--- config.mk ---
export PLATFORM = sky130hd
export DESIGN_NAME = layer_pulse_unit
export DESIGN_NICKNAME = d
export VERILOG_FILES = /design/src/rtl/layer_pulse_pkg.sv /design/src/rtl/fallback_monitor.sv /design/src/rtl/layer_pulse_unit.sv
export SDC_FILE = /design/constraint.sdc
export NUM_CORES = 1
export LEC_CHECK = 0
export ABC_AREA = 1
export BUFFER_PORTS_ARGS = -buffer_cell sky130_fd_sc_hd__buf_2
export CORE_MARGIN = 2
export CORE_UTILIZATION = 50
export CTS_CLUSTER_DIAMETER = 100
export CTS_CLUSTER_SIZE = 25
export DETAILED_ROUTE_END_ITERATION = 10
export PLACE_DENSITY = 0.71
export SYNTH_ARGS = -nofsm -noshare
export SYNTH_HDL_FRONTEND = slang
export SYNTH_HIERARCHICAL = 1
export SYNTH_SLANG_ARGS = --single-unit
--- constraint.sdc ---
create_clock -name clock -period 2.5 [get_ports clock]
set_input_delay 0.125 -clock clock [delete_from_list [all_inputs] [get_ports clock]]
set_output_delay 0.125 -clock clock [all_outputs]
set_load 0.03 [all_outputs]
--- src/rtl/layer_pulse_pkg.sv ---
// layer_pulse_pkg: state encoding, default widths and config helpers shared by
// layer_pulse_unit and fallback_monitor.
package layer_pulse_pkg;

    localparam int DEF_CNT_W = 16;
    localparam int DEF_REP_W = 8;

    typedef enum logic [1:0] {
        IDLE,
        DELAY,
        HIGH,
        LOW
    } state_e;

    // High and low phase lengths of zero would stall the sequence, so they run as one cycle.
    function automatic logic [31:0] clamp_min1(input logic [31:0] value);
        return (value == 32'd0) ? 32'd1 : value;
    endfunction

endpackage

--- src/rtl/fallback_monitor.sv ---
// fallback_monitor: watches io_fallback for a rising edge inside a window opened at the first pulse rise.
// Build option FALLBACK_SYNC_EN inserts a 2-flop synchronizer ahead of the edge detector.
module fallback_monitor
    import layer_pulse_pkg::*;
#(
    parameter int CNT_W = DEF_CNT_W
) (
    input  logic             clock,
    input  logic             reset,
    input  logic             clear,
    input  logic             open_start,
    input  logic [CNT_W-1:0] window,
    input  logic             fallback_in,
    output logic             catch_strobe,
    output logic             timeout_strobe
);

    localparam logic [CNT_W-1:0] CNT_ONE = CNT_W'(1);

    logic             fb_sampled;
    logic             fb_prev_q;
    logic             fb_rise;
    logic             start_open;
    logic             win_open;
    logic [CNT_W-1:0] win_cnt_q, win_cnt_d;
    logic             fb_catch_q, fb_catch_d;
    logic             fb_timeout_q, fb_timeout_d;

`ifdef FALLBACK_SYNC_EN
    logic sync1_q, sync2_q;

    always_ff @(posedge clock) begin
        if (reset) begin
            sync1_q <= 1'b0;
            sync2_q <= 1'b0;
        end else begin
            sync1_q <= fallback_in;
            sync2_q <= sync1_q;
        end
    end

    assign fb_sampled = sync2_q;
`else
    assign fb_sampled = fallback_in;
`endif

    assign fb_rise    = fb_sampled & ~fb_prev_q;
    assign start_open = open_start && (window != '0);
    assign win_open   = start_open || (win_cnt_q != '0);

    // win_cnt_q holds the window cycles still to come after the current one.
    always_comb begin
        win_cnt_d    = win_cnt_q;
        fb_catch_d   = 1'b0;
        fb_timeout_d = 1'b0;

        if (clear) begin
            win_cnt_d = '0;
        end else if (win_open && fb_rise) begin
            fb_catch_d = 1'b1;
            win_cnt_d  = '0;
        end else if (start_open) begin
            win_cnt_d    = window - CNT_ONE;
            fb_timeout_d = (window == CNT_ONE);
        end else if (win_cnt_q != '0) begin
            win_cnt_d    = win_cnt_q - CNT_ONE;
            fb_timeout_d = (win_cnt_q == CNT_ONE);
        end
    end

    always_ff @(posedge clock) begin
        if (reset) begin
            fb_prev_q    <= 1'b0;
            win_cnt_q    <= '0;
            fb_catch_q   <= 1'b0;
            fb_timeout_q <= 1'b0;
        end else begin
            fb_prev_q    <= fb_sampled;
            win_cnt_q    <= win_cnt_d;
            fb_catch_q   <= fb_catch_d;
            fb_timeout_q <= fb_timeout_d;
        end
    end

    assign catch_strobe   = fb_catch_q;
    assign timeout_strobe = fb_timeout_q;

endmodule

--- src/rtl/layer_pulse_unit.sv ---
// layer_pulse_unit: one pulse-generator layer producing a delayed, shaped, repeated pulse train
// plus per-layer status strobes. Build option FALLBACK_SYNC_EN synchronizes io_fallback.
module layer_pulse_unit
    import layer_pulse_pkg::*;
#(
    parameter int CNT_W = DEF_CNT_W,
    parameter int REP_W = DEF_REP_W
) (
    input  logic             clock,
    input  logic             reset,
    input  logic             io_pulseEn,
    input  logic             io_abort,
    input  logic [CNT_W-1:0] io_cfgDelay,
    input  logic [CNT_W-1:0] io_cfgHigh,
    input  logic [CNT_W-1:0] io_cfgLow,
    input  logic [REP_W-1:0] io_cfgRepeat,
    input  logic             io_cfgLast,
    input  logic [CNT_W-1:0] io_cfgFbWindow,
    input  logic             io_fallback,
    output logic             io_pulse,
    output logic             io_busy,
    output logic             io_layerEnd,
    output logic             io_layerLast,
    output logic             io_triggerDelay,
    output logic             io_fbDelay,
    output logic             io_fallbackCatch
);

    localparam logic [CNT_W-1:0] CNT_ONE  = CNT_W'(1);
    localparam logic [REP_W-1:0] REP_ONE  = REP_W'(1);
    localparam logic [REP_W-1:0] REP_ZERO = '0;

    state_e           state_q, state_d;
    logic [CNT_W-1:0] cnt_q, cnt_d;
    logic [REP_W-1:0] rep_q, rep_d;
    logic [CNT_W-1:0] high_q, high_d;
    logic [CNT_W-1:0] low_q, low_d;
    logic [CNT_W-1:0] window_q, window_d;
    logic             pulse_q, pulse_d;
    logic             busy_q, busy_d;
    logic             layer_end_q, layer_end_d;
    logic             layer_last_q, layer_last_d;
    logic             trigger_q, trigger_d;
    logic             accept;
    logic [CNT_W-1:0] cfg_high_clamped;
    logic [CNT_W-1:0] cfg_low_clamped;

    assign cfg_high_clamped = CNT_W'(clamp_min1(32'(io_cfgHigh)));
    assign cfg_low_clamped  = CNT_W'(clamp_min1(32'(io_cfgLow)));

    // cnt_q counts the cycles left in the current phase, including the present one.
    always_comb begin
        state_d      = state_q;
        cnt_d        = cnt_q;
        rep_d        = rep_q;
        high_d       = high_q;
        low_d        = low_q;
        window_d     = window_q;
        pulse_d      = pulse_q;
        busy_d       = busy_q;
        layer_last_d = layer_last_q;
        layer_end_d  = 1'b0;
        trigger_d    = 1'b0;
        accept       = 1'b0;

        if (io_abort) begin
            state_d = IDLE;
            cnt_d   = '0;
            pulse_d = 1'b0;
            busy_d  = 1'b0;
        end else begin
            case (state_q)
                IDLE: begin
                    pulse_d = 1'b0;
                    busy_d  = 1'b0;
                    if (io_pulseEn) begin
                        accept       = 1'b1;
                        busy_d       = 1'b1;
                        high_d       = cfg_high_clamped;
                        low_d        = cfg_low_clamped;
                        rep_d        = io_cfgRepeat;
                        window_d     = io_cfgFbWindow;
                        layer_last_d = io_cfgLast;
                        if (io_cfgDelay == '0) begin
                            state_d   = HIGH;
                            cnt_d     = cfg_high_clamped;
                            pulse_d   = 1'b1;
                            trigger_d = 1'b1;
                        end else begin
                            state_d = DELAY;
                            cnt_d   = io_cfgDelay;
                        end
                    end
                end

                DELAY: begin
                    if (cnt_q == CNT_ONE) begin
                        state_d   = HIGH;
                        cnt_d     = high_q;
                        pulse_d   = 1'b1;
                        trigger_d = 1'b1;
                    end else begin
                        cnt_d = cnt_q - CNT_ONE;
                    end
                end

                HIGH: begin
                    if (cnt_q == CNT_ONE) begin
                        pulse_d = 1'b0;
                        if (rep_q == REP_ZERO) begin
                            state_d     = IDLE;
                            cnt_d       = '0;
                            busy_d      = 1'b0;
                            layer_end_d = 1'b1;
                        end else begin
                            state_d = LOW;
                            cnt_d   = low_q;
                            rep_d   = rep_q - REP_ONE;
                        end
                    end else begin
                        cnt_d = cnt_q - CNT_ONE;
                    end
                end

                LOW: begin
                    if (cnt_q == CNT_ONE) begin
                        state_d = HIGH;
                        cnt_d   = high_q;
                        pulse_d = 1'b1;
                    end else begin
                        cnt_d = cnt_q - CNT_ONE;
                    end
                end

                default: begin
                    state_d = IDLE;
                    cnt_d   = '0;
                    pulse_d = 1'b0;
                    busy_d  = 1'b0;
                end
            endcase
        end
    end

    always_ff @(posedge clock) begin
        if (reset) begin
            state_q      <= IDLE;
            cnt_q        <= '0;
            rep_q        <= '0;
            high_q       <= '0;
            low_q        <= '0;
            window_q     <= '0;
            pulse_q      <= 1'b0;
            busy_q       <= 1'b0;
            layer_end_q  <= 1'b0;
            layer_last_q <= 1'b0;
            trigger_q    <= 1'b0;
        end else begin
            state_q      <= state_d;
            cnt_q        <= cnt_d;
            rep_q        <= rep_d;
            high_q       <= high_d;
            low_q        <= low_d;
            window_q     <= window_d;
            pulse_q      <= pulse_d;
            busy_q       <= busy_d;
            layer_end_q  <= layer_end_d;
            layer_last_q <= layer_last_d;
            trigger_q    <= trigger_d;
        end
    end

    // A new accept or an abort closes any window still running from the previous sequence.
    fallback_monitor #(
        .CNT_W(CNT_W)
    ) u_fallback_monitor (
        .clock         (clock),
        .reset         (reset),
        .clear         (io_abort | accept),
        .open_start    (trigger_q),
        .window        (window_q),
        .fallback_in   (io_fallback),
        .catch_strobe  (io_fallbackCatch),
        .timeout_strobe(io_fbDelay)
    );

    assign io_pulse        = pulse_q;
    assign io_busy         = busy_q;
    assign io_layerEnd     = layer_end_q;
    assign io_layerLast    = layer_last_q;
    assign io_triggerDelay = trigger_q;

endmodule

# After elaboration in Yosys (flattened, before gate mapping)
# Cells that the tools add are included.
# word_totals
ff_bits,98
latch_bits,0
ram_bits,0
rom_bits,0
out_inout_bits,7
elab_cells,95
mem_count,0
# classes
addsub,4
mul,0
n_div,0
n_lt_le_gt_ge,0
eq_ne,11
shifts,0
mux,37
bitwise_logic,6
reduce_logical,22
# ops
operator,count
$mux W16,9
$eq A16 B1 Y1 const B,3
$logic_not A16 Y1,3
$pmux W16 S3,1
$sub A16 B1 Y16 const B,3
$reduce_bool A16 Y1,2
$mux W8,3
$pmux W8 S2,1
$mux W1,14
$mux W2,5
$reduce_and A3 Y1,3
$logic_not A8 Y1,1
$ne A2 B2 Y1 const B,4
$sub A8 B1 Y8 const B,1
$pmux W2 S3,1
$reduce_or A2 Y1,3
$reduce_and A5 Y1,1
$eq A2 B2 Y1 const B,2
$not A1 Y1,4
$pmux W1 S2,2
$reduce_bool A2 Y1,2
$reduce_or A4 Y1,1
$pmux W1 S3,1
$reduce_or A3 Y1,1
other kinds (8),9

# Logic depth before layout (Yosys ltp)
# Gate-level depths: netlist (run 1).
# depth
depth_word,5
ltp_mapped,12
mapped_depth_nobuf,11

# Cells and area by module
# The synthesis (run 1) kept the hierarchy.
# modules_own_cells
mod,instances,cells_per_inst,area_per_inst_um2
layer_pulse_unit,1,696,4515.6
fallback_monitor,1,282,1686.6

# Least setup slack after synthesis (run 1)
# No wires, ideal clock.
# synth_path
path_type,flip-flop to flip-flop
start,register u_fallback_monitor.win_cnt_q[0]
end,register u_fallback_monitor.win_cnt_q[2]
setup_ns,0.063
t_arrival_ns,1.487
required_ns,2.437
slack_ns,0.950
stages_incl_launch_ff,12
path_buffers,1
period_less_slack_ns,1.550
cell_sequence,dfxtp_1 -> inv_1 -> ha_1 -> nand2_2 -> nor2_4 -> inv_2 -> nor2_4 -> nand2_4 -> nand2_4 -> nand2_4 -> buf_6 -> nor2_2
# synth_via
elab_chain_len,4
word_cells_on_any_way,8
cone_classes,1 x add/sub; 2 x mux; 5 x reduce/logical
# synth_rtl
element,line_no,text
"start, declared",fallback_monitor.sv:25,"logic [CNT_W-1:0] win_cnt_q, win_cnt_d;"
"start signal, assigned",fallback_monitor.sv:79,win_cnt_q <= win_cnt_d;
branches (longest 4 deep; another with $sub A16 B1 Y16),n/a,
# Several ways; the timed one is not identified. The select of a mux whose other input is x is not followed.
# A chain may end at the register's enable or synchronous reset.

# Worst setup path in the final report (run 1)
# layout_path
start,register rep_q[0]
end,register cnt_q[4]
# layout_via
elab_chain_len,4
# layout_rtl
element,line_no,text
"start, declared",layer_pulse_unit.sv:35,"logic [REP_W-1:0] rep_q, rep_d;"
"start signal, assigned",layer_pulse_unit.sv:161,rep_q <= rep_d;
$logic_not A8 Y1,layer_pulse_unit.sv:110,if (rep_q == REP_ZERO) begin
$mux W16,layer_pulse_unit.sv:110,
$mux W16,layer_pulse_unit.sv:108,if (cnt_q == CNT_ONE) begin
$pmux W16 S3,layer_pulse_unit.sv:72,case (state_q)
"end signal, assigned",layer_pulse_unit.sv:160,cnt_q <= cnt_d;
"end, declared",layer_pulse_unit.sv:34,"logic [CNT_W-1:0] cnt_q, cnt_d;"
# No other way between the ends.

==> results of run 1 <==
[layout make-up]
type	count	area (um^2)
clock buffer	10	239
timing repair buffer	95	518
tap	168	210
fill	1205	5000
sequential	98	1960
clock inverter	6	78.8
multi-input combinational	750	3690
inverter	97	367
[worst reg2reg max path: cells and delay by family (launching register included)]
family          cells  cell delay, ns
flops               1            0.32
fa+ha+maj           1            0.24
compound gates      2            0.28
buf+inv             1            0.08
simple gates        5            1.14
[power by group]
part / switching, mW / internal, mW
Clock: 0.656 / 0.825
Sequential: 0.116 / 1.68
Combinational: 1.01 / 0.566
[layout by cell type, fill, tap and decap left out, types with 7 or more instances in the layout]
| cell type | instances |
|---|---|
| ha_1 | 8 |
| xnor2_1 | 11 |
| a21oi_1 | 34 |
| clkbuf_16 | 9 |
| buf_2 | 84 |
| o21ai_1 | 7 |
| inv_2 | 10 |
| nand2_1 | 222 |
| nand3_1 | 88 |
| nand2_4 | 9 |
| nor2_4 | 9 |
| dfxtp_1 | 98 |
| o21ai_0 | 85 |
| nor2_1 | 184 |
| inv_1 | 85 |
| nand4_1 | 13 |
| o21bai_1 | 7 |
| nor2_2 | 25 |
[sequential cells by signal, summed over array words and instances (netlist names)]
name	flops
low_q	16
io_layerLast	1
u_fallback_monitor/timeout_strobe	1
high_q	16
u_fallback_monitor/fb_prev_q	1
window_q	16
state_q	2
u_fallback_monitor/win_cnt_q	16
u_fallback_monitor/catch_strobe	1
rep_q	8
io_pulse	1
io_busy	1
io_triggerDelay	1
cnt_q	16
io_layerEnd	1
[final timing paths]
| path | from | cells past startpoint | slack, ns | end |
|---|---|---|---|---|
| setup / recovery | rep_q[0] | 9 | 0.39 | cnt_q[4] |
| setup reg to reg | rep_q[0] | 9 | 0.39 | cnt_q[4] |
| hold / removal | io_cfgFbWindow[10] | 3 | 0.007 | window_q[10] |
| hold reg to reg | rep_q[3] | 2 | 0.49 | rep_q[3] |
[cells by family after synthesis]
kind of cell / after synthesis / synth area share (%)
and+or+nand+nor: 579 / 42.7
AOI/OAI and AO/OA: 147 / 12.7
buffers and inverters: 130 / 9.02
DFF: 98 / 31.6
xor gates and xnor gates: 16 / 2.26
adders and majority gates: 8 / 1.61
[layer usage]
layer  part of all wire, %  up-vias  track usage [%]
li1                      -     3294                -
met1                    46     2841             37.8
met2                    44      224             43.4
met3                   5.9       41             4.43
met4                   3.4        0             10.4
met5                     0        -                0
[per-stage QoR]
| step | area [um^2] | std cells |
|---|---|---|
| after CTS | 7060 | 1224 |
| after global routing | 7060 | 1224 |
| after detailed placement | 6680 | 1202 |
| final | 7060 | 1224 |
| after floorplan | 6200 | 978 |
| after global placement | 6680 | 1202 |
[timing repair]
item,CTS,global route
endpoints found under the hold margin,6,0
resized for setup,0,0
setup endpoints to repair,0,0
hold buffers,6,0
==> report_table.html, run 1 <==
<table>
<tr><th>Metric</th><th>Value</th></tr>
<tr><th colspan="2">Detailed routing</th></tr>
<tr><td>DR iter-0 viols</td><td>roughly 600</td></tr>
<tr><td>Wire length reported by the detailed router</td><td>approximately 18 mm</td></tr>
<tr><td>WL per Instance</td><td>14.4 um</td></tr>
<tr><td>Number of nets still failing antenna checks after routing</td><td>0</td></tr>
<tr><td>Count of vias placed by the detailed router</td><td>6400</td></tr>
<tr><td>TritonRoute pass-1 iters</td><td>5</td></tr>
<tr><td>Detail-routed via count per cell</td><td>5.23</td></tr>
<tr><td># DRC</td><td>0</td></tr>
<tr><th colspan="2">Worst setup path</th></tr>
<tr><td>Cell occurring most often along the worst timing path</td><td>nand2_1</td></tr>
<tr><td>Startpoint-to-endpoint class of the critical path</td><td>flop to flop</td></tr>
<tr><td>CP required</td><td>between 2 and 3 ns</td></tr>
<tr><td>Delay of the slowest critical-path stage</td><td>0.70 ns</td></tr>
<tr><td>Worst Path Arrival</td><td>between 2 and 2.5 ns</td></tr>
<tr><td>Largest driver fanout on the critical path</td><td>11</td></tr>
<tr><td>Sum of buffers and inverters on the critical path</td><td>1</td></tr>
<tr><td>Crit path launch type</td><td>flop</td></tr>
<tr><td>Critical path cell sequence</td><td>inv_1 -&gt; ha_1 -&gt; nand3_2 -&gt; nor2_2 -&gt; nor2_1 -&gt; nand2_1 -&gt; o211ai_1 -&gt; nand2_1 -&gt; a21oi_1</td></tr>
<tr><td>Slowest stage cell on the critical path</td><td>nor2_1</td></tr>
<tr><td>Category of cells accounting for the largest share of critical-path delay</td><td>simple AND/OR/NAND/NOR gates</td></tr>
<tr><td>Category of the worst setup path capture point</td><td>flop</td></tr>
<tr><th colspan="2">Timing</th></tr>
<tr><td>Final setup skew</td><td>0.00670 ns</td></tr>
<tr><td>Summed negative setup slack over all endpoints</td><td>0 ns</td></tr>
<tr><td>Slew margin rel.</td><td>38.6%</td></tr>
<tr><td>Minimum period implied by the final worst setup slack</td><td>about 2.1 ns</td></tr>
<tr><td>Crit path setup slack, layout</td><td>0.393 ns</td></tr>
<tr><td>Final number of max-transition violations</td><td>0</td></tr>
<tr><td>Setup violation total in the final timing report</td><td>0</td></tr>
<tr><td>Slew at the pin closest to its max-slew limit</td><td>0.917 ns</td></tr>
<tr><td>Final worst-path cycle share</td><td>between 80% and 90%</td></tr>
<tr><td>RSZ-0062 raised after global routing</td><td>false</td></tr>
<tr><td>Max Fclk</td><td>0.475 GHz</td></tr>
<tr><td>Tightest hold margin</td><td>0.00747 ns</td></tr>
<tr><td>Final number of hold-violating endpoints</td><td>0</td></tr>
<tr><th colspan="2">Yosys</th></tr>
<tr><td>Cell area after synthesis</td><td>6200 um^2</td></tr>
<tr><td>Proportion of register bits with asynchronous set or reset after synthesis</td><td>0%</td></tr>
<tr><td>Synthesis-stage register bit count</td><td>98</td></tr>
<tr><td>Leading register cell type out of synthesis</td><td>dfxtp_1</td></tr>
<tr><td>Ys Warns</td><td>6</td></tr>
<tr><td>Number of enable flip-flop cells after synthesis</td><td>0</td></tr>
<tr><td>Proportion of synthesized chip area in sequential cells</td><td>31.6%</td></tr>
<tr><td>Leading cell types by total area after synthesis</td><td>dfxtp_1, nand2_1, nor2_1</td></tr>
<tr><td>Area leader, netlist</td><td>dfxtp_1</td></tr>
<tr><td>Post-synthesis cell count</td><td>978</td></tr>
<tr><td>Yosys cell types</td><td>41</td></tr>
<tr><td>Most used standard cells in the synthesized netlist</td><td>nand2_1, nor2_1, dfxtp_1</td></tr>
<tr><td>Fraction of synthesized cell area taken by the top area cell type</td><td>31.6%</td></tr>
<tr><td>Net count after synthesis</td><td>1064</td></tr>
<tr><td>Cell with the most instances after synthesis</td><td>nand2_1</td></tr>
<tr><td>Average cell area after synthesis</td><td>6.34 um^2</td></tr>
<tr><th colspan="2">Placement</th></tr>
<tr><td>Number of port buffers</td><td>84</td></tr>
<tr><td>Detail Placement HPWL</td><td>13.6 mm</td></tr>
<tr><td>Pre-CTS WS</td><td>about 0.45 ns</td></tr>
<tr><td>Routability-driven placement congestion ratio</td><td>around 0.98</td></tr>
<tr><th colspan="2">Die</th></tr>
<tr><td>Floorplan core area</td><td>between 10000 and 15000 um^2</td></tr>
<tr><td>Die width</td><td>around 120 um</td></tr>
<tr><td>Number of I/O pins</td><td>85</td></tr>
<tr><td>Core Rows</td><td>40</td></tr>
<tr><td>Effective utilization at floorplan</td><td>approximately half</td></tr>
<tr><td>Die area</td><td>13300 um^2</td></tr>
<tr><td>Floorplan die height</td><td>between 100 and 150 um</td></tr>
<tr><th colspan="2">Clock tree</th></tr>
<tr><td>Number of clock buffers inserted by TritonCTS</td><td>9</td></tr>
<tr><td>Reg clk slew, reported paths</td><td>around 0.07 ns</td></tr>
<tr><td>Setup repair bufs after CTS</td><td>0</td></tr>
<tr><td>Sink Count</td><td>98</td></tr>
<tr><td>Clock Tree Buf Depth</td><td>2</td></tr>
<tr><td>H-Tree Depth</td><td>3</td></tr>
<tr><td>Source-to-sink clock delay at the later pin of the worst-skew pair</td><td>0.35 ns</td></tr>
<tr><td>Buffer type at the clock tree root</td><td>clkbuf_16</td></tr>
<tr><td>CTS tree</td><td>done</td></tr>
<tr><th colspan="2">Job</th></tr>
<tr><td>Max Cap Violations</td><td>0</td></tr>
<tr><th colspan="2">Power and ir drop</th></tr>
<tr><td>Ratio of total power to cell area</td><td>686 nW/um^2</td></tr>
<tr><td>Post-layout total power</td><td>a little under 5 mW</td></tr>
<tr><td>Maximum VDD drop</td><td>0.450 mV</td></tr>
<tr><td>Leakage power figure</td><td>3.34 nW</td></tr>
<tr><th colspan="2">Global routing</th></tr>
<tr><td>Via count of the first global-routing pass</td><td>between 5000 and 6000</td></tr>
<tr><td>Tot GR Track Use</td><td>27.5%</td></tr>
<tr><td>Remaining global-route overflow</td><td>0</td></tr>
<tr><td>Number of antenna violations at the first check in global routing</td><td>0</td></tr>
<tr><td>Global-route wire length before repair</td><td>28.8 mm</td></tr>
<tr><td>Maximum number of pins on one net before global-route repair</td><td>46</td></tr>
<tr><th colspan="2">Layout</th></tr>
<tr><td>Fraction of final layout cells sized beyond drive strength 1</td><td>17.0%</td></tr>
<tr><td>Final core area utilization</td><td>roughly three fifths</td></tr>
<tr><td>Layout net count</td><td>1137</td></tr>
<tr><td># diodes</td><td>0</td></tr>
<tr><td>Area grow syn2layout</td><td>13.8%</td></tr>
<tr><th colspan="2">Run status</th></tr>
<tr><td>Outcome</td><td>complete, no violations</td></tr>
<tr><th colspan="2">Worst hold path</th></tr>
<tr><td>Path type of the worst min-delay path</td><td>input port to flop</td></tr>
</table>
Note: power is estimated with default switching activity, not from simulation.
==> inputs of run 2 (changes only) <==
Clock period 2.5 ns to 2.1 ns, I/O delays scaled along.
==> run 2 against run 1 <==
  * The run now ends with negative hold slack left
  * Via count rose by 3.1%
  * First-iteration DRC count shrank 6.8%
  * Fmax grew 13%
  * Global-route usage up 1.2 points
  * Hold slack got worse by 0.0088 ns
  * Clock power grew 7%
  * Flip-flop and latch count is the same
  * Clock skew increased by 0.0041 ns
  * Critical endpoint is now rep_q[5]
  * Highest routed layer unchanged
==> report_table.html, run 2 (same netlist as run 1, synthesis figures left out) <==
<table>
<tr><th>Metric</th><th>Value</th></tr>
<tr><th colspan="2">Clock tree</th></tr>
<tr><td>Clock Tree Buf Depth</td><td>2 (unchanged)</td></tr>
<tr><td>Sink Count</td><td>98 (unchanged)</td></tr>
<tr><td>Setup repair bufs after CTS</td><td>0 (unchanged)</td></tr>
<tr><td>Number of clock buffers inserted by TritonCTS</td><td>9 (unchanged)</td></tr>
<tr><td>Reg clk slew, reported paths</td><td>0.07 ns (about the same)</td></tr>
<tr><td>H-Tree Depth</td><td>3 (unchanged)</td></tr>
<tr><td>Source-to-sink clock delay at the later pin of the worst-skew pair</td><td>0.36 ns (about the same)</td></tr>
<tr><td>Buffer type at the clock tree root</td><td>clkbuf_16</td></tr>
<tr><td>CTS tree</td><td>done</td></tr>
<tr><th colspan="2">Detailed routing</th></tr>
<tr><td>WL per Instance</td><td>14.6 um (+1.4%)</td></tr>
<tr><td>DR iter-0 viols</td><td>547 (-6.8%)</td></tr>
<tr><td>Detail-routed via count per cell</td><td>5.27 (+0.72%)</td></tr>
<tr><td>Wire length the detailed router placed on met1</td><td>8.01 mm (-2.1%)</td></tr>
<tr><td>Met3 wire length</td><td>1.27 mm (+22%)</td></tr>
<tr><td>Wire length reported by the detailed router</td><td>18.3 mm (+3.8%)</td></tr>
<tr><td>Number of nets still failing antenna checks after routing</td><td>0 (unchanged)</td></tr>
<tr><td># DRC</td><td>0 (unchanged)</td></tr>
<tr><td>TritonRoute pass-1 iters</td><td>5 (unchanged)</td></tr>
<tr><td>Count of vias placed by the detailed router</td><td>6599 (+3.1%)</td></tr>
<tr><td>Detailed route wirelength on metal2</td><td>8.37 mm (+7.2%)</td></tr>
<tr><td>DR top layer</td><td>met4</td></tr>
<tr><th colspan="2">Worst setup path</th></tr>
<tr><td>Category of the worst setup path capture point</td><td>flop</td></tr>
<tr><td>Number of cell instances on the worst register-to-register path</td><td>9 (unchanged)</td></tr>
<tr><td>Largest driver fanout on the critical path</td><td>16 (+5)</td></tr>
<tr><td>Timing endpoint of the critical path</td><td>rep_q[5]</td></tr>
<tr><td>Reg-to-reg critical path endpoint</td><td>rep_q[5]</td></tr>
<tr><td>Crit path launch type</td><td>flop</td></tr>
<tr><td>Critical register-to-register path startpoint</td><td>cnt_q[0]</td></tr>
<tr><td>Startpoint-to-endpoint class of the critical path</td><td>flop to flop</td></tr>
<tr><td>Worst Setup SP</td><td>cnt_q[0]</td></tr>
<tr><td>Worst Path Arrival</td><td>2.14 ns (-0.25 ns)</td></tr>
<tr><td>CP required</td><td>2.38 ns (-0.40 ns)</td></tr>
<tr><td>Setup slack of the most critical reg-to-reg path</td><td>0.24 ns (-0.16 ns)</td></tr>
<tr><th colspan="2">Power and ir drop</th></tr>
<tr><td>Maximum VDD drop</td><td>0.532 mV (+18%)</td></tr>
<tr><td>Portion of total power attributed to combinational logic</td><td>34.2% (+1.8 points)</td></tr>
<tr><td>Switching power share of the total</td><td>37.6% (+0.91 points)</td></tr>
<tr><td>Leakage power figure</td><td>3.44 nW (+3.1%)</td></tr>
<tr><td>Proportion of power drawn by flip-flops and latches</td><td>37.6% (+0.6 points)</td></tr>
<tr><td>Post-layout total power</td><td>5.66 mW (+17%)</td></tr>
<tr><td>Psw</td><td>2.13 mW (+20%)</td></tr>
<tr><td>Cell-internal power</td><td>3.53 mW (+15%)</td></tr>
<tr><td>Ratio of total power to cell area</td><td>775 nW/um^2 (+13%)</td></tr>
<tr><td>Clock power share</td><td>28.2% (-2.4 points)</td></tr>
<tr><th colspan="2">Layout</th></tr>
<tr><td>Most common cell after layout, fill and taps aside</td><td>nand2_1</td></tr>
<tr><td>Area grow syn2layout</td><td>17.6%</td></tr>
<tr><td>Layout net count</td><td>1166 (+2.6%)</td></tr>
<tr><td>Most frequent cells in the layout</td><td>nand2_1, nor2_1, dfxtp_1</td></tr>
<tr><td>Fraction of final layout cells sized beyond drive strength 1</td><td>17.2% (+0.19 points)</td></tr>
<tr><td># diodes</td><td>0 (unchanged)</td></tr>
<tr><th colspan="2">Timing</th></tr>
<tr><td>Final number of hold-violating endpoints</td><td>1 (+1)</td></tr>
<tr><td>Final number of max-transition violations</td><td>0 (unchanged)</td></tr>
<tr><td>Tightest hold margin</td><td>-0.00134 ns (-0.00881 ns)</td></tr>
<tr><td>Final worst-path cycle share</td><td>88.6% (+4.4 points)</td></tr>
<tr><td>Minimum period implied by the final worst setup slack</td><td>1.86 ns (-0.245 ns)</td></tr>
<tr><td>Setup violation total in the final timing report</td><td>0 (unchanged)</td></tr>
<tr><td>Summed negative setup slack over all endpoints</td><td>0 ns (unchanged)</td></tr>
<tr><td>Slew margin rel.</td><td>54.5% (+16 points)</td></tr>
<tr><td>Final setup skew</td><td>0.0108 ns (+0.00406 ns)</td></tr>
<tr><td>Slew at the pin closest to its max-slew limit</td><td>0.682 ns (-0.235 ns)</td></tr>
<tr><td>Max Fclk</td><td>0.537 GHz (+13%)</td></tr>
<tr><td>RSZ-0062 raised after global routing</td><td>false</td></tr>
<tr><th colspan="2">Die</th></tr>
<tr><td>Floorplan core area</td><td>12100 um^2 (unchanged)</td></tr>
<tr><td>Die width</td><td>115 um (unchanged)</td></tr>
<tr><td>Core Rows</td><td>40 (unchanged)</td></tr>
<tr><td>Die area</td><td>13300 um^2 (unchanged)</td></tr>
<tr><td>Floorplan die height</td><td>115 um (unchanged)</td></tr>
<tr><td>Effective utilization at floorplan</td><td>51.4% (unchanged)</td></tr>
<tr><td>Number of I/O pins</td><td>85 (unchanged)</td></tr>
<tr><th colspan="2">Global routing</th></tr>
<tr><td>Via count of the first global-routing pass</td><td>6025 (+3.3%)</td></tr>
<tr><td>Tot GR Track Use</td><td>28.6% (+1.2 points)</td></tr>
<tr><td>Maximum number of pins on one net before global-route repair</td><td>46 (unchanged)</td></tr>
<tr><td>Number of antenna violations at the first check in global routing</td><td>0 (unchanged)</td></tr>
<tr><td>Global-route wire length before repair</td><td>29.6 mm (+2.8%)</td></tr>
<tr><td>Remaining global-route overflow</td><td>0 (unchanged)</td></tr>
<tr><th colspan="2">Run status</th></tr>
<tr><td>Violations in the final reports</td><td>negative hold slack</td></tr>
<tr><td>Outcome</td><td>finished with violations</td></tr>
<tr><th colspan="2">Placement</th></tr>
<tr><td>Routability-driven placement congestion ratio</td><td>0.941 (-4.4%)</td></tr>
<tr><td>Number of port buffers</td><td>84 (unchanged)</td></tr>
<tr><td>Detail Placement HPWL</td><td>13.5 mm (about the same)</td></tr>
<tr><th colspan="2">Worst hold path</th></tr>
<tr><td>Path type of the worst min-delay path</td><td>input port to flop</td></tr>
<tr><th colspan="2">Job</th></tr>
<tr><td>Max Cap Violations</td><td>0 (unchanged)</td></tr>
</table>
run 2: cell types whose count changed in the layout (fill, tap and decap cells not counted), sizes merged:
cell	delta
buf	+7
bufinv	-1
clkinv	-1
clkinvlp	+1
dlygate4sd3	+22
inv	+1
run 2: worst min-delay path by stage:
stage | start | endpoint | depth (start not counted)
global placement | io_fallback | u_fallback_monitor/fb_prev_q | 3
floorplan | reset | u_fallback_monitor/fb_prev_q | 1
finish | io_cfgLow[2] | low_q[2] | 3
detailed placement | io_cfgFbWindow[4] | window_q[4] | 3
global route | io_cfgLow[14] | low_q[14] | 3
CTS | io_cfgLow[14] | low_q[14] | 3
run 2: repair_timing:
action	4_1_cts	5_1_grt
resized for setup	0	1
hold endpoints to repair	28	0
hold buffers	28	0
endpoints found under the setup margin	0	7
run 2: layout make-up:
| class | instances | area (um^2) |
|---|---|---|
| inverter | 97 | 367 |
| clock buffer | 10 | 229 |
| timing repair buffer | 124 | 791 |
| multi-input combinational | 750 | 3690 |
| sequential | 98 | 1960 |
| clock inverter | 6 | 47.5 |
| fill | 1237 | 4770 |
| tap | 168 | 210 |
run 2: power groups by stage:
stage,clock (mW),sequential (mW),combinational (mW)
after floorplan,0,2.14,1.44
after global placement,0,2.16,1.86
after detailed placement,0,2.17,1.87
after CTS,1.62,2.12,1.92
after global routing,1.70,2.14,2.17
final,1.59,2.13,1.94
run 2: stage by stage:
| step | util, % | instances | setup WS, ns | hold WS, ns | instance area, um^2 |
|---|---|---|---|---|---|
| final | 60.5 | 1253 | 0.238 | -0.00134 | 7290 |
| after global routing | 60.5 | 1253 | 0.0742 | 0.0112 | 7290 |
| after CTS | 60.5 | 1253 | 0.0574 | 0.00274 | 7290 |
| after detailed placement | 55.8 | 1209 | 0.0886 | 0.336 | 6740 |
| after global placement | 55.8 | 1209 | 0.158 | 0.325 | 6740 |
| after floorplan | - | 978 | 0.550 | 0.177 | 6200 |
run 2: critical path, cell delays in order (launching register included):
cell	delay, ns
dfxtp_1	0.41
ha_1	0.22
nand3_1	0.12
nor2_2	0.14
nand2_4	0.17
nand2_4	0.17
nand3_4	0.18
clkinv_1	0.17
nand2_1	0.06
a21oi_1	0.13
run 2: per-layer routing:
metal  up-vias  GRT usage [%]
li1       3343              -
met1      2965           37.4
met2       243           45.9
met3        48           5.11
met4         0           13.5
met5         -              0
==> inputs of run 3 (changes only) <==
Settings changed: CELL_PAD_IN_SITES_DETAIL_PLACEMENT set to 0, CELL_PAD_IN_SITES_GLOBAL_PLACEMENT set to 2, CORE_UTILIZATION 50 to 31, PLACE_DENSITY 0.71 to not set, PLACE_DENSITY_LB_ADDON set to 0.1.
==> run 3 against run 2 <==
  * The run now ends clean
  * Critical path type unchanged
  * Fmax about the same
  * Non-clock buffer count grew 8
  * Largest power group unchanged
  * Critical path depth unchanged
  * Combinational power grew 2%
  * Clock skew shrank 0.0011 ns
  * Global-route usage is 8.3 points lower
  * Highest routed layer unchanged
==> report_table.html, run 3 (same netlist as run 1, synthesis figures left out) <==
<table>
<tr><th>Metric</th><th>Value</th></tr>
<tr><th colspan="2">Run status</th></tr>
<tr><td>Outcome</td><td>complete, no violations</td></tr>
<tr><th colspan="2">Worst setup path</th></tr>
<tr><td>Critical path cell sequence</td><td>inv_1 -&gt; ha_1 -&gt; nand2_2 -&gt; nor2_4 -&gt; nand3_1 -&gt; nor2_2 -&gt; nand2_1 -&gt; nand3_1 -&gt; nor2_1</td></tr>
<tr><td>Cell occurring most often along the worst timing path</td><td>nand3_1</td></tr>
<tr><td>Largest driver fanout on the critical path</td><td>6 (-10)</td></tr>
<tr><td>Slowest stage cell on the critical path</td><td>dfxtp_1</td></tr>
<tr><td>Delay of the slowest critical-path stage</td><td>0.34 ns (-0.07 ns)</td></tr>
<tr><td>Number of cell instances on the worst register-to-register path</td><td>9 (unchanged)</td></tr>
<tr><td>CP required</td><td>2.34 ns (-0.04 ns)</td></tr>
<tr><td>Crit path launch type</td><td>flop</td></tr>
<tr><td>Worst Path Arrival</td><td>2.11 ns (-0.03 ns)</td></tr>
<tr><td>Critical register-to-register path startpoint</td><td>u_fallback_monitor/win_cnt_q[0]</td></tr>
<tr><td>Category of the worst setup path capture point</td><td>flop</td></tr>
<tr><td>Startpoint-to-endpoint class of the critical path</td><td>flop to flop</td></tr>
<tr><td>Setup slack of the most critical reg-to-reg path</td><td>0.24 ns (about the same)</td></tr>
<tr><td>Reg-to-reg critical path endpoint</td><td>u_fallback_monitor/win_cnt_q[12]</td></tr>
<tr><th colspan="2">Worst hold path</th></tr>
<tr><td>Critical hold path startpoint</td><td>io_cfgLow[9]</td></tr>
<tr><td>Path type of the worst min-delay path</td><td>input port to flop</td></tr>
<tr><td>Number of cells on the worst hold path</td><td>3 (unchanged)</td></tr>
<tr><td>Worst min-delay path endpoint</td><td>low_q[9]</td></tr>
<tr><th colspan="2">Die</th></tr>
<tr><td>Die area</td><td>21200 um^2 (+59%)</td></tr>
<tr><td>Die width</td><td>145 um (+26%)</td></tr>
<tr><td>Effective utilization at floorplan</td><td>31.8% (-20 points)</td></tr>
<tr><td>Floorplan core area</td><td>19500 um^2 (+62%)</td></tr>
<tr><td>Floorplan die height</td><td>145 um (+26%)</td></tr>
<tr><td>Core Rows</td><td>51 (+28%)</td></tr>
<tr><td>Number of I/O pins</td><td>85 (unchanged)</td></tr>
<tr><th colspan="2">Clock tree</th></tr>
<tr><td>Sink Count</td><td>98 (unchanged)</td></tr>
<tr><td>CTS tree</td><td>done</td></tr>
<tr><td>Clock Tree Buf Depth</td><td>2 (unchanged)</td></tr>
<tr><td>Number of clock buffers inserted by TritonCTS</td><td>9 (unchanged)</td></tr>
<tr><td>Buffer type at the clock tree root</td><td>clkbuf_16</td></tr>
<tr><td>Setup repair bufs after CTS</td><td>0 (unchanged)</td></tr>
<tr><td>Source-to-sink clock delay at the later pin of the worst-skew pair</td><td>0.36 ns (about the same)</td></tr>
<tr><td>H-Tree Depth</td><td>3 (unchanged)</td></tr>
<tr><td>Reg clk slew, reported paths</td><td>0.07 ns (about the same)</td></tr>
<tr><th colspan="2">Timing</th></tr>
<tr><td>Setup violation total in the final timing report</td><td>0 (unchanged)</td></tr>
<tr><td>Final setup skew</td><td>0.00965 ns (-0.00111 ns)</td></tr>
<tr><td>Summed negative setup slack over all endpoints</td><td>0 ns (unchanged)</td></tr>
<tr><td>Minimum period implied by the final worst setup slack</td><td>1.86 ns (+0.000902 ns)</td></tr>
<tr><td>Final number of max-transition violations</td><td>0 (unchanged)</td></tr>
<tr><td>Final worst-path cycle share</td><td>88.7% (about the same)</td></tr>
<tr><td>Final number of hold-violating endpoints</td><td>0 (-1)</td></tr>
<tr><td>Max Fclk</td><td>0.537 GHz (about the same)</td></tr>
<tr><td>Slew margin rel.</td><td>68.3% (+14 points)</td></tr>
<tr><td>Slew at the pin closest to its max-slew limit</td><td>0.475 ns (-0.206 ns)</td></tr>
<tr><td>RSZ-0062 raised after global routing</td><td>false</td></tr>
<tr><th colspan="2">Global routing</th></tr>
<tr><td>Maximum number of pins on one net before global-route repair</td><td>49 (+6.5%)</td></tr>
<tr><td>Via count of the first global-routing pass</td><td>6355 (+5.5%)</td></tr>
<tr><td>Remaining global-route overflow</td><td>0 (unchanged)</td></tr>
<tr><td>Number of antenna violations at the first check in global routing</td><td>0 (unchanged)</td></tr>
<tr><td>Global-route wire length before repair</td><td>34.1 mm (+15%)</td></tr>
<tr><td>Tot GR Track Use</td><td>20.3% (-8.3 points)</td></tr>
<tr><th colspan="2">Layout</th></tr>
<tr><td>FF+latch area</td><td>1960 um^2 (unchanged)</td></tr>
<tr><td>Area of the multi-input gates</td><td>3690 um^2 (unchanged)</td></tr>
<tr><td># diodes</td><td>0 (unchanged)</td></tr>
<tr><td>Area grow syn2layout</td><td>21.3%</td></tr>
<tr><td>Layout net count</td><td>1174 (+0.69%)</td></tr>
<tr><td>Fraction of final layout cells sized beyond drive strength 1</td><td>18.4% (+1.2 points)</td></tr>
<tr><td>Layout fillers</td><td>2221 (+80%)</td></tr>
<tr><td>Most frequent cells in the layout</td><td>nand2_1, nor2_1, dfxtp_1</td></tr>
<tr><td>Most common cell after layout, fill and taps aside</td><td>nand2_1</td></tr>
<tr><th colspan="2">Detailed routing</th></tr>
<tr><td>Number of nets still failing antenna checks after routing</td><td>0 (unchanged)</td></tr>
<tr><td>Detail-routed via count per cell</td><td>4.68 (-11%)</td></tr>
<tr><td>Wire length reported by the detailed router</td><td>21.1 mm (+15%)</td></tr>
<tr><td>Count of vias placed by the detailed router</td><td>6357 (-3.7%)</td></tr>
<tr><td># DRC</td><td>0 (unchanged)</td></tr>
<tr><td>TritonRoute pass-1 iters</td><td>5 (unchanged)</td></tr>
<tr><td>WL per Instance</td><td>15.6 um (+6.5%)</td></tr>
<tr><td>DR iter-0 viols</td><td>361 (-34%)</td></tr>
<tr><th colspan="2">Job</th></tr>
<tr><td>Max Cap Violations</td><td>0 (unchanged)</td></tr>
<tr><th colspan="2">Placement</th></tr>
<tr><td>Number of port buffers</td><td>84 (unchanged)</td></tr>
<tr><td>Routability-driven placement congestion ratio</td><td>0.798 (-15%)</td></tr>
<tr><td>Detail Placement HPWL</td><td>16.4 mm (+21%)</td></tr>
<tr><th colspan="2">Power and ir drop</th></tr>
<tr><td>Ratio of total power to cell area</td><td>794 nW/um^2 (+2.3%)</td></tr>
<tr><td>Maximum VDD drop</td><td>0.403 mV (-24%)</td></tr>
<tr><td>Post-layout total power</td><td>5.97 mW (+5.6%)</td></tr>
<tr><td>Leakage power figure</td><td>3.52 nW (+2.4%)</td></tr>
</table>
==> run 3: cell types whose count changed in the layout (fill, tap and decap cells not counted), sizes merged <==
cell	previous run	this run
clkinvlp	1	0
buf	96	109
clkinv	2	4
dlygate4sd3	28	23
bufinv	0	2
inv	100	97
==> run 3: critical path: cells and delay by family, from the launching register on <==
kind	cells	cell delay, ns
buffers and inverters	1	0.13
and+or+nand+nor	7	1.05
adders and majority gates	1	0.23
DFF	1	0.34
==> run 3: how the worst max path moves through the flow <==
stage                                    start                                to  slack, ns  depth (start not counted)
2_1_floorplan  u_fallback_monitor/win_cnt_q[0]   u_fallback_monitor/win_cnt_q[2]       0.55                         11
3_3_place_gp   u_fallback_monitor/win_cnt_q[0]  u_fallback_monitor/win_cnt_q[14]       0.15                          9
3_5_place_dp   u_fallback_monitor/win_cnt_q[0]  u_fallback_monitor/win_cnt_q[13]       0.16                          9
4_1_cts        u_fallback_monitor/win_cnt_q[0]  u_fallback_monitor/win_cnt_q[12]       0.14                          9
5_1_grt        u_fallback_monitor/win_cnt_q[0]  u_fallback_monitor/win_cnt_q[12]      0.007                          9
6_report       u_fallback_monitor/win_cnt_q[0]  u_fallback_monitor/win_cnt_q[12]       0.24                          9
==> run 3: power by group <==
part / switching (mW) / internal, mW
clock: 0.789 / 1.08
sequential: 0.123 / 2.00
combinational: 1.26 / 0.722
total: 2.17 / 3.80
==> run 3: layout make-up <==
| type | count | share of cell area (%) |
|---|---|---|
| Clock buffer | 10 | 3.18 |
| Clock inverter | 6 | 1.16 |
| Inverter | 97 | 4.87 |
| Multi-Input combinational cell | 750 | 49.0 |
| Sequential cell | 98 | 26.1 |
| Tap cell | 265 | 4.41 |
| Timing Repair Buffer | 132 | 11.3 |
==> run 3: metal layers <==
metal / global-route usage (%) / wire (um) / vias to the layer above
li1: - / - / 3357
met3: 2.48 / 483 / 17
met5: 0 / 0 / -
met4: 5.25 / 370 / 0
met2: 37.1 / 10600 / 77
met1: 25.2 / 9640 / 2906
==> run 3: what timing repair did <==
item                                    CTS  global route
gates resized for setup                   0             1
hold buffers                             23             0
hold endpoints to repair                 23             0
endpoints found under the setup margin    0             3
==> run 3: through the flow <==
| step | hold WS (ns) | setup WS (ns) | instances | util [%] | area [um^2] |
|---|---|---|---|---|---|
| 2_1_floorplan | 0.177 | 0.550 | 978 | - | 6200 |
| 3_3_place_gp | 0.333 | 0.147 | 1319 | 35.7 | 6970 |
| 3_5_place_dp | 0.331 | 0.162 | 1319 | 35.7 | 6970 |
| 4_1_cts | 0.000684 | 0.142 | 1358 | 38.5 | 7520 |
| 5_1_grt | 0.0128 | 0.00746 | 1358 | 38.5 | 7530 |
| 6_report | 0.00423 | 0.238 | 1358 | 38.5 | 7530 |
